--- config.mk ---
export PLATFORM = sky130hd
export DESIGN_NAME = tone_scheduler
export DESIGN_NICKNAME = d
export VERILOG_FILES = /design/src/rtl/tone_scheduler.sv
export SDC_FILE = /design/constraint.sdc
export NUM_CORES = 1
export LEC_CHECK = 0
export BUFFER_PORTS_ARGS = -buffer_cell sky130_fd_sc_hd__clkbuf_2
export CORE_MARGIN = 2
export CORE_UTILIZATION = 69
export CTS_BUF_LIST = sky130_fd_sc_hd__clkbuf_2
export DETAILED_ROUTE_END_ITERATION = 7
export PLACE_DENSITY = 0.88
export SYNTH_ARGS = -nofsm -noshare
export SYNTH_HDL_FRONTEND = slang
export SYNTH_SLANG_ARGS = --single-unit
--- constraint.sdc ---
create_clock -name clk -period 4.5 [get_ports clk]
set_input_delay 0.675 -clock clk [delete_from_list [all_inputs] [get_ports clk]]
set_output_delay 0.675 -clock clk [all_outputs]
set_load 0.01 [all_outputs]
--- src/rtl/tone_scheduler.sv ---
// Tone-code scheduler: live keyboard codes arbitrated against an autoplay song sequencer.
// Optional build macro TONE_SCHED_LOOP_EN makes the song repeat until stopped or preempted.
module tone_scheduler #(
  parameter  int BEAT_TICKS = 25_000_000,
  parameter  int GAP_TICKS  = 1_000_000,
  parameter  int SONG_DEPTH = 32,
  localparam int AW         = (SONG_DEPTH > 1) ? $clog2(SONG_DEPTH) : 1
) (
  input  logic          clk,
  input  logic          rst_n,
  input  logic [4:0]    key_code,
  input  logic          play_start,
  input  logic          play_stop,
  input  logic          song_we,
  input  logic [AW-1:0] song_waddr,
  input  logic [8:0]    song_wdata,
  output logic [4:0]    tone,
  output logic          busy,
  output logic [AW-1:0] note_idx,
  output logic          song_done,
  output logic [2:0]    dbg_state
);

  localparam int MAX_TICKS = (BEAT_TICKS > GAP_TICKS) ? BEAT_TICKS : GAP_TICKS;
  localparam int CW        = $clog2(MAX_TICKS + 1);
  localparam logic [CW-1:0] BEAT_LAST = CW'(BEAT_TICKS - 1);
  localparam logic [CW-1:0] GAP_LAST  = CW'(GAP_TICKS - 1);
  localparam logic [AW-1:0] LAST_IDX  = AW'(SONG_DEPTH - 1);

  typedef enum logic [2:0] {
    ST_IDLE = 3'd0,
    ST_LOAD = 3'd1,
    ST_NOTE = 3'd2,
    ST_GAP  = 3'd3,
    ST_DONE = 3'd4
  } state_t;

  state_t        state_q, state_d;
  logic [4:0]    tone_q, tone_d;
  logic [AW-1:0] idx_q, idx_d;
  logic [3:0]    beats_q, beats_d;
  logic [3:0]    beat_q, beat_d;
  logic [CW-1:0] tick_q, tick_d;
  logic          done_q, done_d;

  logic [8:0]    song_q [SONG_DEPTH];
  logic [8:0]    entry;
  logic [4:0]    entry_raw;
  logic [4:0]    entry_tone;
  logic [3:0]    entry_beats;
  logic          key_ok;
  logic          preempt;

  // Song table has no reset; contents survive rst_n.
  always_ff @(posedge clk) begin
    if (song_we) begin
      song_q[song_waddr] <= song_wdata;
    end
  end

  assign entry       = song_q[idx_q];
  assign entry_raw   = entry[8:4];
  assign entry_beats = entry[3:0];
  assign entry_tone  = ((entry_raw != 5'd0) && (entry_raw <= 5'd21)) ? entry_raw : 5'd0;

  assign key_ok  = (key_code != 5'd0) && (key_code <= 5'd21);
  assign preempt = play_stop || key_ok;

  always_comb begin
    state_d = state_q;
    tone_d  = tone_q;
    idx_d   = idx_q;
    beats_d = beats_q;
    beat_d  = beat_q;
    tick_d  = tick_q;
    done_d  = 1'b0;
    case (state_q)
      ST_IDLE: begin
        tone_d = key_ok ? key_code : 5'd0;
        if (play_start && !play_stop && !key_ok) begin
          state_d = ST_LOAD;
          idx_d   = '0;
        end
      end
      ST_LOAD: begin
        if (preempt) begin
          state_d = ST_IDLE;
          tone_d  = 5'd0;
        end else if (entry_beats == 4'd0) begin
          tone_d = 5'd0;
          done_d = 1'b1;
`ifdef TONE_SCHED_LOOP_EN
          // An empty song at index 0 stops instead of spinning through LOAD forever.
          if (idx_q == '0) begin
            state_d = ST_DONE;
          end else begin
            state_d = ST_LOAD;
            idx_d   = '0;
          end
`else
          state_d = ST_DONE;
`endif
        end else begin
          state_d = ST_NOTE;
          tone_d  = entry_tone;
          beats_d = entry_beats;
          beat_d  = 4'd0;
          tick_d  = '0;
        end
      end
      ST_NOTE: begin
        if (preempt) begin
          state_d = ST_IDLE;
          tone_d  = 5'd0;
        end else if (tick_q == BEAT_LAST) begin
          tick_d = '0;
          if (beat_q == beats_q - 4'd1) begin
            state_d = ST_GAP;
            tone_d  = 5'd0;
          end else begin
            beat_d = beat_q + 4'd1;
          end
        end else begin
          tick_d = tick_q + CW'(1);
        end
      end
      ST_GAP: begin
        if (preempt) begin
          state_d = ST_IDLE;
          tone_d  = 5'd0;
        end else if (tick_q == GAP_LAST) begin
          tick_d = '0;
          if (idx_q == LAST_IDX) begin
            done_d = 1'b1;
`ifdef TONE_SCHED_LOOP_EN
            state_d = ST_LOAD;
            idx_d   = '0;
`else
            state_d = ST_DONE;
`endif
          end else begin
            state_d = ST_LOAD;
            idx_d   = idx_q + AW'(1);
          end
        end else begin
          tick_d = tick_q + CW'(1);
        end
      end
      ST_DONE: begin
        state_d = ST_IDLE;
        tone_d  = 5'd0;
      end
      default: begin
        state_d = ST_IDLE;
        tone_d  = 5'd0;
      end
    endcase
  end

  always_ff @(posedge clk or negedge rst_n) begin
    if (!rst_n) begin
      state_q <= ST_IDLE;
      tone_q  <= 5'd0;
      idx_q   <= '0;
      beats_q <= 4'd0;
      beat_q  <= 4'd0;
      tick_q  <= '0;
      done_q  <= 1'b0;
    end else begin
      state_q <= state_d;
      tone_q  <= tone_d;
      idx_q   <= idx_d;
      beats_q <= beats_d;
      beat_q  <= beat_d;
      tick_q  <= tick_d;
      done_q  <= done_d;
    end
  end

  assign tone      = tone_q;
  assign busy      = (state_q != ST_IDLE);
  assign note_idx  = idx_q;
  assign song_done = done_q;
  assign dbg_state = state_q;

endmodule

Yosys cells after proc, flatten, opt, wreduce, memory -nomap -nowiden
Memory sizes are Yosys's and may differ from the RTL's. Index checks and enable logic that the tools add are counted. W data, S select, Z words.

Mux-type cells: 45. Reduce and logical (&&, ||, !) cells: 21. Order comparisons: 2. Equal/unequal tests: 20. Bitwise gates (word level): 2. $add $sub $neg: 4.

Operator list (number): $mux W25 (6); $pmux W25 S3 (1); $mux W5 (12); $mux W3 (9); $add A25 B1 Y25 const B (1); $eq A25 B20 Y1 const B (1); $eq A25 B25 Y1 const B (1); $mux W4 (5); $ne A2 B2 Y1 const B (10); $pmux W5 S4 (1); $pmux W3 S4 (1); $le A5 B5 Y1 const B (2); $pmux W5 S2 (1); $reduce_and A5 Y1 (2); $reduce_bool A5 Y1 (2); $ne A3 B3 Y1 const B (3); $pmux W4 S2 (1); $mux W1 (7); $eq A3 B2 Y1 const B (2); $reduce_and A3 Y1 (2); $reduce_and A6 Y1 (1); $reduce_bool A3 Y1 (2); $add A5 B1 Y5 const B (1); $eq A5 B5 Y1 const B (1); other kinds (13) (19).

Output and inout bits: 15. RAM bits: 288. Memories: 1. Register bits: 47.

Memory list: song_q (depth 32, bits a word 9, rd ports 1, clocked after memory_dff 0, write ports 1, line 46) `logic [8:0] song_q [SONG_DEPTH];`.

Logic depth before layout (Yosys ltp)
Gate-level depths: netlist of the first run. An unclocked memory read counts as a cell.

Depth after elaboration: 7. Mapped depth: 13. Depth with buffers taken out: 10.

Worst setup path after synthesis of the first run
No wires, ideal clock.

Path type: register to register. Start: reg idx_q[1] (netlist: note_idx[1]). End: reg beats_q[0]. Path slack: 1523 ps. Stages on the path, launching flop included: 11. Arrival time: 2853 ps. Clock period less this slack: 2977 ps. Required time: 4375 ps. Path through: dfrtp_1 -> buf_2 -> clkbuf_1 -> mux4_2 -> nand2_1 -> nand3_1 -> and3_1 -> or4b_1 -> buf_6 -> nand2_2 -> mux2_2.

Word-level cells in the longest chain between the ends: 4.

Ends and longest elaborated chain: start, declared (line 40) `logic [AW-1:0] idx_q, idx_d;`; start signal, assigned (line 172) `idx_q <= idx_d;`; $mem_v2 Z32 W9 *; $logic_not A4 Y1 (line 89) `end else if (entry_beats == 4'd0) begin`; $not A1 Y1 (no line); $reduce_and A3 Y1 (no line); end signal, assigned (line 173) `beats_q <= beats_d;`; end, declared (line 41) `logic [3:0] beats_q, beats_d;`.

Every way passes the cells marked *; elsewhere a longest branch is shown, timed or not. A chain may end at the register's enable or synchronous reset.

Final worst setup path of the first run
Start: reg idx_q[0] (netlist: note_idx[0]). End: reg tick_q[14].

Word-level cells in the longest chain between the ends: 4.

Ends and longest elaborated chain: $mem_v2 Z32 W9; $logic_not A4 Y1 (line 89); $ne A2 B2 Y1 (no line); $reduce_and A5 Y1 (no line); end signal, assigned (line 175) `tick_q <= tick_d;`; end, declared (line 43) `logic [CW-1:0] tick_q, tick_d;`.

Every way passes these cells.

==> results of run 1 <==
-- Yosys cell counts (9+ instances only) --
library cell / count / area share, %
edfxtp_1: 288 / 61
nor2_1: 64 / 1.7
mux4_2: 54 / 8.6
dfrtp_1: 47 / 8.3
nand2_1: 38 / 1.0
nand3_1: 29 / 1.0
nor3_1: 26 / 0.92
mux2i_1: 25 / 1.8
a21oi_1: 22 / 0.78
clkbuf_1: 21 / 0.56
nand2b_1: 18 / 0.80
o2bb2ai_1: 18 / 1.1
a22oi_1: 16 / 0.85
o21ai_0: 16 / 0.57
inv_1: 13 / 0.35
mux4_1: 12 / 2.2
a21o_1: 11 / 0.59
buf_2: 9 / 0.32
o22ai_1: 9 / 0.40
-- worst max-delay path, cell delays in order, from the launching register on --
cell and delay, ps:
dfrtp_4 1130, mux4_1 680, nand2b_1 90, nand3_1 110
and3_1 250, or4b_1 720, o21ai_4 630, a21o_1 200
-- flip-flops by register name, indices dropped and copies added (netlist names) --
signal	cells
beat_q	4
beats_q	4
dbg_state	3
note_idx	5
song_done	1
song_q	288
tick_q	25
tone	5
-- power breakdown --
part | internal, uW | total, uW | switching (uW)
registers | 3440 | 3490 | 53.1
logic | 88.3 | 229 | 140
clock network | 709 | 1840 | 1130
total | 4230 | 5560 | 1320
-- cell usage in the layout, fill, tap and decap left out, drive strengths merged, types with 9 or more instances in the layout --
master,count
o21ai,20
o22ai,9
nor2,64
nor3,26
a22oi,16
mux2i,25
clkinv,9
dfrtp,47
clkbuf,149
nand2,40
edfxtp,288
inv,16
nand3,29
mux4,66
a21o,11
nand2b,18
a21oi,22
o2bb2ai,19
-- worst max path at each step --
stage	slack, ps	to	from
after detailed placement	560	tick_q[6]	note_idx[0]
after CTS	550	tick_q[14]	note_idx[0]
final	530	tick_q[14]	note_idx[0]
after global placement	630	tick_q[18]	note_idx[0]
after floorplan	1520	beats_q[0]	note_idx[1]
after global routing	280	tick_q[13]	note_idx[0]
-- cell type report --
type / instances / area share, %
flip-flops and latches: 335 / 64.9
well taps: 270 / 2.23
inverters: 13 / 0.322
diodes: 1 / 0.0165
clock buffers: 111 / 3.67
multi-input cells: 461 / 26.3
clock inverters: 15 / 0.603
repair buffers: 47 / 1.88
-- logic make-up (layout without fill, tap and decap cells) --
| logic type | after synthesis | count (layout) | synth area share (%) |
|---|---|---|---|
| xor gates and xnor gates | 8 | 8 | 0.497 |
| and+or+nand+nor | 231 | 231 | 8.24 |
| buffers and inverters | 52 | 186 | 1.96 |
| adders and majority gates | 5 | 5 | 0.444 |
| muxes | 98 | 98 | 13.2 |
| DFF | 335 | 335 | 69.7 |
| AOI/OAI and AO/OA | 119 | 119 | 5.91 |
| other | 0 | 1 | 0 |
-- per-stage QoR --
stage | util (%) | hold slack, ps | cells | area [um2] | power (uW)
CTS | 75.3 | 56.9 | 1252 | 15100 | 5580
global placement | 72.0 | 491 | 1125 | 14500 | 3770
finish | 75.3 | 108 | 1253 | 15100 | 5560
global route | 75.3 | 61.2 | 1253 | 15100 | 5750
detailed placement | 72.0 | 501 | 1125 | 14500 | 3790
floorplan | - | 379 | 848 | 14100 | 3670
-- metal layers --
| metal | up-vias | GRT usage (%) | part of all wire, % |
|---|---|---|---|
| met5 | - | 0 | 0 |
| met4 | 0 | 13.0 | 3.5 |
| met3 | 80 | 8.63 | 9.8 |
| met2 | 489 | 44.3 | 49 |
| met1 | 4128 | 38.9 | 38 |
| li1 | 3621 | - | - |
==> flow_summary_export.csv, run 1 <==
group,metric,value,unit
status,status,"completed",
clocking,cts_buffers,80,
global_routing,gr-total-overflow,0,
power_and_ir_drop,ir_worst_vdd,0.248,mV
worst_setup_path,ff2ff_setup_slack,530,ps
detailed_routing,first_iter_violations,748,
worst_setup_path,reg2reg_from,"note_idx[0]",
floorplanning,die_w,147,um
floorplanning,die_h,147,um
worst_setup_path,worstSetupEndpointType,"flip-flop",
detailed_routing,vias,8318,
global_routing,grt_pass1_wl,46400,um
detailed_routing,drc,0,
sta,relSlewSlack,28.1,%
sta,fin_ws,529,ps
layout,seqCellArea,9830,um2
clocking,clkTransAtPathRegs,110,ps
power_and_ir_drop,power.density,367,nW/um2
clocking,insertion_delay,880,ps
worst_setup_path,start_kind,"flip-flop",
global_routing,grt_max_degree,57,
yosys,yosysUniqueCellTypes,62,
layout,syn_to_final_growth,7.47,%
detailed_routing,drtPass1Iterations,6,
floorplanning,row_count,52,
flow_run,drv_cap,0,
sta,drv_slew,0,
worst_hold_path,hp-class,"input port to flip-flop",
worst_setup_path,r2r_end,"tick_q[14]",
yosys,synth_fp_nets,877,
sta,rsz0062_at_grt,"no",
sta,clock_skew,43.0,ps
sta,finalHoldViolations,0,
worst_setup_path,crit_type,"flip-flop to flip-flop",
clocking,clockBufferDepth,3,
detailed_routing,ant_nets,0,
place,preCtsSetupSlack,562,ps
sta,timing.final.crit_share,88.2,%
clocking,ctsHoldBuffers,1,
yosys,yosys_warnings,0,
worst_setup_path,critPathMaxFanout,56,
place,routabilityCongestion,0.898,
clocking,htree_levels,3,
layout,fillers,1146,
clocking,root_buffer,"clkbuf_2",
sta,setup_tns,0,ps
sta,setup_viol,0,
sta,fmax,0.252,GHz
yosys,synth-seq-cells,335,
detailed_routing,wl,29800,um
yosys,syn_area_per_cell,16.6,um2
place,dp_hpwl,18600,um
clocking,cts_resized,0,
power_and_ir_drop,power.leakage,0.00509,uW
worst_setup_path,cp.required,5280,ps
place,numPortBuffers,38,
detailed_routing,drt-vias-per-instance,6.64,
detailed_routing,post_drt_wl_per_cell,23.8,um
floorplanning,dieArea,21600,um2
yosys,ys.flop_type,"edfxtp_1",
global_routing,grt_pass1_vias,8326,
worst_setup_path,critical_path_arrival,4750,ps
clocking,cts_sinks,335,
worst_setup_path,r2r_cells,7,
layout,drive_gt1_share,24.1,%
worst_hold_path,hold_end,"tone[0]",
floorplanning,pin_count,39,
sta,layout_min_cycle_time,3970,ps
global_routing,antenna_found_initial,1,
yosys,syn_area,14100,um2
floorplanning,core_area,20100,um2
floorplanning,start_util,70.1,%
worst_hold_path,min_path_cells,3,
layout,multiInputGateArea,3990,um2
yosys,syn_inst,848,
yosys,yosysSeqAreaShare,69.7,%
yosys,synth_edf_count,288,
sta,tightest_slew,1080,ps
clocking,post-cts-setup-buffers,0,
clocking,cts_tree,"built",
layout,finalNetCount,967,
global_routing,groute.usage.overall,28.8,%
worst_hold_path,hp-start,"key_code[0]",
yosys,async_flop_share,14.0,%
Note: power is estimated with default switching activity, not from simulation.
==> inputs of run 2 (changes only) <==
--- a/config.mk
+++ b/config.mk
@@ -5,12 +5,13 @@
 export SDC_FILE = /design/constraint.sdc
 export NUM_CORES = 1
 export LEC_CHECK = 0
+export ABC_AREA = 1
 export BUFFER_PORTS_ARGS = -buffer_cell sky130_fd_sc_hd__clkbuf_2
 export CORE_MARGIN = 2
-export CORE_UTILIZATION = 69
+export CORE_UTILIZATION = 70
 export CTS_BUF_LIST = sky130_fd_sc_hd__clkbuf_2
 export DETAILED_ROUTE_END_ITERATION = 7
-export PLACE_DENSITY = 0.88
+export PLACE_DENSITY = 0.89
 export SYNTH_ARGS = -nofsm -noshare
 export SYNTH_HDL_FRONTEND = slang
 export SYNTH_SLANG_ARGS = --single-unit
==> run 2 against run 1 <==
Effect of this change:
- combinational power increased to 12 times the previous value
- sequential share of layout area fell by 3.9 points
- sequential power up 5%
- critical path depth increased by 8
- worst hold slack got worse by 38 ps
- clock power rose by 8%
- critical endpoint is now tick_q[17]
- largest power group unchanged
==> flow_summary_export.csv, run 2 <==
group,metric,value,unit
status,status,"completed",
worst_setup_path,critPathMaxFanout,65,
clocking,root_buffer,"clkbuf_2",
sta,timing.final.crit_share,83.5,%
yosys,synth_top_cell_by_area,"edfxtp_1",
worst_setup_path,start_kind,"flip-flop",
floorplanning,die_w,151,um
detailed_routing,post_drt_wl_per_cell,18.9,um
yosys,syn_area,15100,um2
layout,syn_to_final_growth,6.83,%
place,numPortBuffers,38,
worst_setup_path,slowest_delay,760,ps
worst_setup_path,critical_path_arrival,4510,ps
clocking,cts_buffers,82,
power_and_ir_drop,power.density,514,nW/um2
layout,drive_gt1_share,11.9,%
sta,fmax,0.266,GHz
worst_hold_path,hp-class,"input port to flip-flop",
worst_setup_path,reg2reg_from,"note_idx[0]",
flow_run,drv_cap,0,
place,place_area,15400,um2
layout,layout_commonest_cell,"nand2_1",
global_routing,grt_pass1_wl,57300,um
worst_setup_path,worstSetupEndpointType,"flip-flop",
floorplanning,pin_count,39,
detailed_routing,vias,11400,
global_routing,grt_max_degree,90,
worst_setup_path,cp.required,5250,ps
yosys,async_flop_share,14.0,%
worst_setup_path,path_cells,"inv_4 -> buf_12 -> nand2_1 -> nand3_1 -> nand3_1 -> nand3_1 -> nand3_1 -> nand2_1 -> nor2_1 -> nand2_2 -> inv_2 -> nand2_2 -> nand2_4 -> nand2_1 -> nand2_1",
yosys,ys.flop_type,"edfxtp_1",
clocking,insertion_delay,930,ps
sta,hold_slack,69.9,ps
global_routing,grt_pass1_vias,11100,
clocking,clkTransAtPathRegs,120,ps
yosys,syn_area_per_cell,9.84,um2
clocking,htree_levels,3,
power_and_ir_drop,ir_worst_vdd,0.374,mV
floorplanning,die_h,151,um
detailed_routing,ant_nets,0,
worst_setup_path,r2r_end,"tick_q[17]",
global_routing,groute.usage.overall,33.7,%
clocking,cts_resized,0,
worst_hold_path,hp-start,"key_code[0]",
worst_hold_path,hold_end,"tone[0]",
yosys,synth_edf_count,288,
layout,final_cell_mix,"580 x nand2_1, 288 x edfxtp_1, 224 x nand3_1",
yosys,yosysUniqueCellTypes,35,
layout,final_area,16100,um2
yosys,synthTopCellsByArea,"edfxtp_1 57%, nand2_1 14%, dfrtp_1 7.8%",
global_routing,gr-total-overflow,0,
layout,reg_top3,"song_q (288), tick_q (25)",
sta,clock_skew,83.0,ps
yosys,synth_fp_nets,1560,
detailed_routing,drtPass1Iterations,6,
sta,drv_slew,0,
global_routing,antenna_found_initial,2,
power_and_ir_drop,power.leakage,0.00665,uW
worst_setup_path,path_buf_inv,3,
layout,top_register,"song_q",
detailed_routing,first_iter_violations,1428,
yosys,synth_top_area_share,57.4,%
layout,finalNetCount,1628,
worst_setup_path,crit_type,"flip-flop to flip-flop",
yosys,yosysSeqAreaShare,65.2,%
worst_setup_path,slowest_stage,"dfrtp_4",
floorplanning,core_area,21100,um2
worst_setup_path,r2r_cells,15,
sta,finalHoldViolations,0,
detailed_routing,drc,0,
floorplanning,dieArea,22700,um2
layout,largest_register_ffs,288,
yosys,synth-seq-cells,335,
floorplanning,row_count,53,
yosys,yosys_warnings,0,
sta,tightest_slew,1020,ps
place,routabilityCongestion,0.893,
detailed_routing,wl,36600,um
yosys,syn_inst,1531,
detailed_routing,drt-vias-per-instance,5.91,
floorplanning,start_util,71.5,%
clocking,cts_tree,"built",
worst_setup_path,critPathTopFamily,"simple AND/OR/NAND/NOR gates",
sta,setup_viol,0,
yosys,synthMostInstantiatedCell,"nand2_1",
sta,setup_tns,0,ps
yosys,synth_common_cells,"580 x nand2_1, 288 x edfxtp_1, 224 x nand3_1, 108 x nor2_1, 85 x inv_1",
clocking,clockBufferDepth,3,
worst_setup_path,ff2ff_setup_slack,740,ps
place,dp_hpwl,22300,um
sta,rsz0062_at_grt,"no",
layout,fillers,1362,
sta,relSlewSlack,31.7,%
clocking,cts_sinks,335,
worst_hold_path,min_path_cells,3,
sta,layout_min_cycle_time,3760,ps
[run 2: changes by cell type in the layout (fill, tap and decap cells not counted), moves of 12 or more]
cell and change:
a21oi_1 +14, a22oi_1 -16, clkbuf_2 +13, inv_1 +72, mux2i_1 -25, mux4_1 -12, mux4_2 -54, nand2_1 +542
nand2b_1 -18, nand3_1 +195, nor2_1 +44, nor3_1 -15, o2bb2ai_1 -18
[run 2: metal layers]
metal	part of all wire [%]	GRT usage (%)	up-vias
met5	0	0	-
met4	5.1	17.9	0
met3	11	7.55	157
met2	48	55.2	731
met1	36	42.4	5245
li1	-	-	5316
[run 2: metrics by stage]
step           power (uW)  setup slack (ps)  util [%]  instances
4_1_cts              8220               884      76.3       1934
3_3_place_gp         6180              1040      72.8       1789
3_5_place_dp         6270               868      72.8       1789
2_1_floorplan        5450              2190         -       1531
5_1_grt              8690               574      76.3       1936
6_report             8280               744      76.3       1936
[run 2: final cells by class]
type                    instances  area (um2)  area share, %
flip-flops and latches        335        9830           61.1
multi-input cells            1039        4520           28.1
repair buffers                 52         335           2.08
clock buffers                 124         621           3.85
clock inverters                20         110          0.684
inverters                      89         337           2.09
diodes                          2        5.00         0.0311
well taps                     275         344           2.14
[run 2: worst max-delay path by stage]
stage	slack, ps	endpoint	from	cells past startpoint
after global placement	1040	tick_q[17]	note_idx[0]	17
after global routing	570	tick_q[3]	note_idx[0]	15
after floorplan	2190	note_idx[2]	note_idx[2]	15
after CTS	880	tick_q[3]	note_idx[0]	15
final	740	tick_q[17]	note_idx[0]	15
after detailed placement	870	tick_q[18]	note_idx[0]	15
[run 2: timing repair]
action / in CTS / in global routing
hold buffers: 1 / 0
endpoints found under the hold margin: 47 / 0
buffers inserted: 0 / 0
[run 2: logic make-up after synthesis]
group	Yosys count	synth area share (%)
adder cells (fa/ha/maj)	5	0.415
XOR/XNOR	18	1.05
flip-flops	335	65.2
buffers and inverters	157	4.82
AND/OR/NAND/NOR	954	26.3
AO/OA/AOI/OAI	62	2.20
[run 2: where the power goes]
part | internal [uW] | switching [uW]
Clock | 784 | 1190
Sequential | 3470 | 194
Combinational | 742 | 1900
[run 2: worst reg2reg max path, delay by kind of cell (launching register included)]
family | cells | cell delay, ps
flip-flops | 1 | 760
buffers and inverters | 3 | 940
AND/OR/NAND/NOR | 12 | 1950
